**src/rtl/sipo_if.sv**
```systemverilog
// sipo_if: serial line, frame configuration and received-word outputs of the UART receiver.
interface sipo_if;
  logic       rx;
  logic       data_length;
  logic [1:0] parity_type;
  logic       stop_bits;
  logic [7:0] data_out;
  logic       rx_active;
  logic       rx_done;
  logic       parity_error;
  logic       stop_error;
  modport master (
    output rx, data_length, parity_type, stop_bits,
    input  data_out, rx_active, rx_done, parity_error, stop_error
  );
  modport slave (
    input  rx, data_length, parity_type, stop_bits,
    output data_out, rx_active, rx_done, parity_error, stop_error
  );
endinterface

```
**src/rtl/sipo.sv**
```systemverilog
// sipo: oversampled UART receiver with mid-bit sampling, optional parity and one/two stop bits.
module sipo #(
  parameter int OVERSAMPLE = 16
) (
  input logic   baud_clk,
  input logic   rst,
  sipo_if.slave bus
);
  localparam int TW = $clog2(OVERSAMPLE);
  localparam logic [TW-1:0] T_MID = TW'(OVERSAMPLE / 2 - 1);
  localparam logic [TW-1:0] T_END = TW'(OVERSAMPLE - 1);
  typedef enum logic [2:0] {IDLE, START, DATA, PARITY, STOP1, STOP2} state_t;
  state_t state, state_n;
  logic sync1, rx_s, armed;
  logic len_q, stop_q;
  logic [1:0] par_q;
  logic perr, serr;
  logic [TW-1:0] tcnt;
  logic [2:0] bcnt;
  logic [7:0] shreg, data_q;
  logic done_q, perr_q, serr_q, rx_active_c;
  logic tick, mid, last_bit, is_stop, done, perr_n, serr_n;
  assign tick     = tcnt == T_END;
  assign mid      = tcnt == T_MID;
  assign last_bit = bcnt == {2'b11, len_q};
  assign is_stop  = state == STOP1 || state == STOP2;
  assign done     = tick && (state == STOP2 || (state == STOP1 && !stop_q));
  // par_q[0] set means odd parity: a sample equal to the data XOR is then the mismatch
  assign perr_n   = perr | (state == PARITY && tick && (rx_s ^ (^shreg) ^ par_q[0]));
  assign serr_n   = serr | (is_stop && tick && !rx_s);
  always_ff @(posedge baud_clk) state <= rst ? IDLE : state_n;
  always_comb begin
    state_n = state;
    case (state)
      IDLE:    state_n = armed && !rx_s ? START : IDLE;
      START:   if (mid) state_n = rx_s ? IDLE : DATA;
      DATA:    if (tick && last_bit) state_n = ^par_q ? PARITY : STOP1;
      PARITY:  if (tick) state_n = STOP1;
      STOP1:   if (tick) state_n = stop_q ? STOP2 : IDLE;
      STOP2:   if (tick) state_n = IDLE;
      default: state_n = IDLE;
    endcase
  end
  always_comb rx_active_c = state != IDLE;
  always_ff @(posedge baud_clk) begin
    if (rst) begin
      sync1  <= 1'b1;
      rx_s   <= 1'b1;
      armed  <= 1'b1;
      tcnt   <= '0;
      bcnt   <= '0;
      shreg  <= '0;
      len_q  <= 1'b0;
      par_q  <= '0;
      stop_q <= 1'b0;
      perr   <= 1'b0;
      serr   <= 1'b0;
      data_q <= '0;
      done_q <= 1'b0;
      perr_q <= 1'b0;
      serr_q <= 1'b0;
    end else begin
      sync1  <= bus.rx;
      rx_s   <= sync1;
      done_q <= done;
      tcnt   <= (state == IDLE || (state == START ? mid : tick)) ? '0 : tcnt + 1'b1;
      perr   <= perr_n;
      serr   <= serr_n;
      if (state == IDLE && rx_s) armed <= 1'b1;
      if (state == IDLE && state_n == START) begin
        len_q  <= bus.data_length;
        par_q  <= bus.parity_type;
        stop_q <= bus.stop_bits;
        bcnt   <= '0;
        shreg  <= '0;
        perr   <= 1'b0;
        serr   <= 1'b0;
      end
      if (state == DATA && tick) begin
        shreg[bcnt] <= rx_s;
        bcnt        <= bcnt + 1'b1;
      end
      // a framing error disarms until the line is seen high, so a break gives one frame
      if (done) begin
        data_q <= shreg;
        perr_q <= perr_n;
        serr_q <= serr_n;
        armed  <= !serr_n;
      end
    end
  end
  assign bus.data_out     = data_q;
  assign bus.rx_done      = done_q;
  assign bus.parity_error = perr_q;
  assign bus.stop_error   = serr_q;
  assign bus.rx_active    = rx_active_c;
endmodule
```
**src/flat_wrapper.sv**
```systemverilog
// flat-port wrapper written by rule: the top's interface ports become plain ports
module sipo_flat 
#(
  parameter int OVERSAMPLE = 16
)
  (baud_clk, rst, bus_rx, bus_data_length, bus_parity_type, bus_stop_bits, bus_data_out, bus_rx_active, bus_rx_done, bus_parity_error, bus_stop_error);
  sipo_if bus_i ();
  input logic baud_clk;
  input logic rst;
  input wire logic [$bits(bus_i.rx)-1:0] bus_rx;
  input wire logic [$bits(bus_i.data_length)-1:0] bus_data_length;
  input wire logic [$bits(bus_i.parity_type)-1:0] bus_parity_type;
  input wire logic [$bits(bus_i.stop_bits)-1:0] bus_stop_bits;
  output wire logic [$bits(bus_i.data_out)-1:0] bus_data_out;
  output wire logic [$bits(bus_i.rx_active)-1:0] bus_rx_active;
  output wire logic [$bits(bus_i.rx_done)-1:0] bus_rx_done;
  output wire logic [$bits(bus_i.parity_error)-1:0] bus_parity_error;
  output wire logic [$bits(bus_i.stop_error)-1:0] bus_stop_error;
  assign bus_i.rx = bus_rx;
  assign bus_i.data_length = bus_data_length;
  assign bus_i.parity_type = bus_parity_type;
  assign bus_i.stop_bits = bus_stop_bits;
  assign bus_data_out = bus_i.data_out;
  assign bus_rx_active = bus_i.rx_active;
  assign bus_rx_done = bus_i.rx_done;
  assign bus_parity_error = bus_i.parity_error;
  assign bus_stop_error = bus_i.stop_error;
  sipo #(.OVERSAMPLE(OVERSAMPLE)) u_core (.baud_clk(baud_clk), .rst(rst), .bus(bus_i));
endmodule
```
**config.mk**
```make
export PLATFORM = sky130hd
export DESIGN_NAME = sipo_flat
export DESIGN_NICKNAME = d
export VERILOG_FILES = /design/src/rtl/sipo_if.sv /design/src/rtl/sipo.sv /design/src/flat_wrapper.sv
export SDC_FILE = /design/constraint.sdc
export NUM_CORES = 1
export LEC_CHECK = 0
export CAP_MARGIN = 20
export CELL_PAD_IN_SITES_DETAIL_PLACEMENT = 0
export CELL_PAD_IN_SITES_GLOBAL_PLACEMENT = 2
export CORE_ASPECT_RATIO = 0.8
export CORE_UTILIZATION = 33
export CTS_CLUSTER_DIAMETER = 60
export DETAILED_ROUTE_END_ITERATION = 8
export PLACE_DENSITY_LB_ADDON = 0.1
export SETUP_SLACK_MARGIN = 0.4
export SLEW_MARGIN = 20
export SYNTH_ARGS = -nofsm -noshare
export SYNTH_HDL_FRONTEND = slang
export SYNTH_SLANG_ARGS = --single-unit
export TNS_END_PERCENT = 5
```
**constraint.sdc**
```tcl
create_clock -name baud_clk -period 2 [get_ports baud_clk]
set_input_delay 0.5 -clock baud_clk [delete_from_list [all_inputs] [get_ports baud_clk]]
set_output_delay 0.5 -clock baud_clk [all_outputs]
set_load 0.01 [all_outputs]
```
==> summary.md <==
The run finished with clean final reports. In this run the biggest area consumer among cell types represents 44.7% of the synthesized area. The hold buffer count at cts was 0; the placed wire-length estimate after detailed placement was 2.74 mm.

The Yosys step of the flow raised 0 warnings. The diode insertion count for antenna repair was 0; the ratio of routed vias to standard cells was 5.02. The cell type of the slowest stage on the worst timing path was clkdlybuf4s50_1. The leakage component of the power came out at 0.743 nW. The worst register-to-register path begins at u_core.tcnt[0]$_SDFF_PP0_.

The measured slew at the worst slew-check pin is 396 ps. The total area inside the core boundary comes to 0.00476 mm^2. The worst-skew pair later-pin latency was 280 ps.

The tools report the data arrival time of the worst path as 1150 ps. The count of buffers added on input and output ports is 18. The flip-flop and latch count after synthesis works out to 38. For this run the aggregate overflow at the end of global routing stands at 0.

Setup repair after global routing could not meet its margin everywhere. Walking the worst path, the cells encountered are clkdlybuf4s50_1. The number of buffers and inverters on the critical path came out at 1. The timing-limited maximum frequency came out at 0.605 GHz. The master cell of the clock root buffer was clkbuf_8. For this run, design rule violations remaining after detail routing come to 0. The growth of design area from synthesis to finish works out to 23.1%. Total count of hold-check failures in the final report: 0.

The cell class contributing the biggest share of worst-path delay is buffers and inverters. Summed over all instances, the cell type with the most area after synthesis is dfxtp_1. The first detailed-routing pass took 4 iterations.

In this run the power density over the cells is 637 mW/mm^2. The run gives 0 as the max-cap check violation count. Entering global routing, the biggest net connects 16 pins.

The worst hold path begins at u_core.sync1$_SDFF_PP1_. The run gives 5 as the number of buffers added by the clock tree synthesis step. In the detailed route, the total length drawn on met3 is 205 um.

STA classifies the critical path startpoint as a register. The CTS clock-pin slew for the worst setup and hold paths was 70 ps; the wire length on met1 was 1.89 mm. 19 I/O pins were placed. After detailed routing, the average wire length per cell comes to 13.4 um. The maximum vdd drop was 0.393 mV.

STA puts the critical path data required time at 1500 ps. The maximum buffer depth of the clock tree was 2; the global-route wire length before repair was 6.25 mm. Summing over every cut layer, the via total after detailed routing is 1,400. For the sequential fraction of the synthesis area, the log shows 44.7%.

For the area of the die, the log shows 0.00545 mm^2. The kind of end point of the critical path was an output pin. The finished layout holds 279 standard cells, fillers aside. The logs give 6.29 ps for the worst clock skew and 40 for the number of distinct library cell variants in the gate-level netlist after synthesis. The logs give 0 for the number of buffers inserted to repair setup after CTS and 272 for the cell total after placement. Dominant synthesized flop cell: dfxtp_1. The end-of-flow core utilization is 44.0%, and the wire length reported by the detailed router is 3.73 mm. Measured against its own limit, the worst slew margin works out to 73.6%.

Of all nets on the critical path, the largest fanout is 2. Counting flops with a built-in enable in the synthesized netlist gives 0. The share of final-layout standard cells stronger than drive strength 1 works out to 14.6%. By area the synthesized netlist is led by dfxtp_1, nand2_1, a21oi_1, xnor2_1, mux2i_1. The cell area that synthesis handed to floorplanning was 0.00170 mm^2.

After the last flow step, the layout net total stands at 228. The initial antenna violation count was 0; the final clock period utilization by the worst path was 82.7%. The H-tree was split into 2 levels. TritonCTS built the clock tree. The number of nets produced by synthesis is 205. The initial utilization of the core area, before any placement, comes to 35.7%. Worst min-delay path class: reg2reg. The total setup violations reported at the end of the flow was 0; the post-route minimum period was 1650 ps.

On the worst path, the slowest cell contributes a delay of 540 ps. The detail route stage leaves a number of antenna-violating nets equal to 0. The post-route setup TNS was 0 ps. Top routing layer in use: met4.

The number of global-route vias before repair was 1,345. The worst hold margin was 429 ps; the total number of placement rows was 22. For the number of clock sinks, the log shows 38.

For this run, asynchronously set or reset flops after synthesis account for 0%. The total track usage is 15.8%, and the routed length on met2 is 1.62 mm. The cell count after synthesis came out at 196. The floorplan step set the die width to 82.3 um. The first routing iteration left 112 violations. The routability congestion estimate is 0.865. The most critical setup path has its startpoint at u_core.bus.data_out[7]$_SDFFE_PP0P_. The die is 66.2 um tall. The max-slew violation count was 0.

The post-synthesis average cell area came out at 8.68 um^2. The critical path class is reg2out.
layer usage:
| layer | track usage, % | vias to the layer above |
|---|---|---|
| met5 | 0 | - |
| met4 | 5.92 | 0 |
| met3 | 4.14 | 2 |
| met2 | 23.7 | 23 |
| met1 | 21.3 | 656 |
| li1 | - | 719 |
per-stage QoR:
stage / total power [mW] / area (um^2) / setup slack [ps]
floorplan: 0.825 / 1710 / 411
global placement: 0.857 / 1980 / 332
detailed placement: 0.858 / 1980 / 285
CTS: 1.36 / 2080 / 324
global route: 1.41 / 2090 / 292
finish: 1.33 / 2090 / 346
where the power goes:
group          switching (mW)  total [mW]  internal, mW  leakage, nW
Combinational          0.0359      0.0697        0.0339        0.390
Clock                   0.261       0.495         0.234       0.0438
Sequential            0.00797       0.769         0.761        0.309
Total                   0.305        1.33          1.03        0.743
placed cells by master (no fill, tap or decap), types with 3 or more instances in the layout:
cell	n
dfxtp_1	35
nand2_1	34
a21oi_1	18
clkdlybuf4s50_1	15
nor2_1	11
buf_4	10
nand3_1	9
xnor2_1	9
mux2i_1	7
nand3b_1	5
clkbuf_8	5
inv_1	4
o21ai_0	4
nor2b_1	3
nor3_1	3
o211ai_1	3
logic make-up after synthesis:
group           Yosys count  share of synthesized area, %
xor+xnor                 12                          6.99
buf+inv                  16                          3.97
simple gates             84                          24.9
mux                       7                          4.12
fa+ha+maj                 2                          1.47
flops                    38                          44.7
compound gates           37                          13.8
timing repair:
item / in CTS / in global routing
endpoints found under the setup margin: 22 / 31
gates resized for setup: 9 / 5
pin swaps: 2 / 0
area by class of cell:
| type | count | area (um^2) |
|---|---|---|
| Tap cell | 60 | 75.1 |
| Inverter | 4 | 15.0 |
| Sequential cell | 38 | 767 |
| Timing Repair Buffer | 28 | 251 |
| Multi-Input combinational cell | 142 | 906 |
| Clock buffer | 5 | 68.8 |
| Fill cell | 472 | 2670 |
| Clock inverter | 2 | 10.0 |
synth_stat cells (3+ instances only):
library cell  number
nor2b_1            3
nand3_1           11
o21ai_0            4
o211ai_1           3
dfxtp_1           38
nand3b_1           5
nor3_1             3
nor2_1            11
buf_2              3
xnor2_1            9
inv_1              4
nand2_1           34
nor3b_1            3
mux2i_1            7
clkbuf_1           8
a21oi_1           18
state kept, by name, indices dropped and copies added (netlist names):
signal,cells
u_core.par_q,2
u_core.armed,1
u_core.bus.stop_error,1
u_core.state,3
u_core.shreg,8
u_core.len_q,1
u_core.rx_s,1
u_core.tcnt,4
u_core.serr,1
u_core.bus.rx_done,1
u_core.perr,1
u_core.bus.data_out,8
u_core.stop_q,1
u_core.bus.parity_error,1
u_core.bcnt,3
u_core.sync1,1
path summary, 6_finish.rpt:
kind,end,slack [ps],cells past startpoint
worst min-delay path,u_core.rx_s$_SDFF_PP1_,430,1
worst min register to register,u_core.rx_s$_SDFF_PP1_,430,1
worst max register to register,u_core.armed$_SDFFE_PP1P_,360,6
worst max-delay path,bus_data_out[7],350,1
Power figures use the tool's default switching activity.
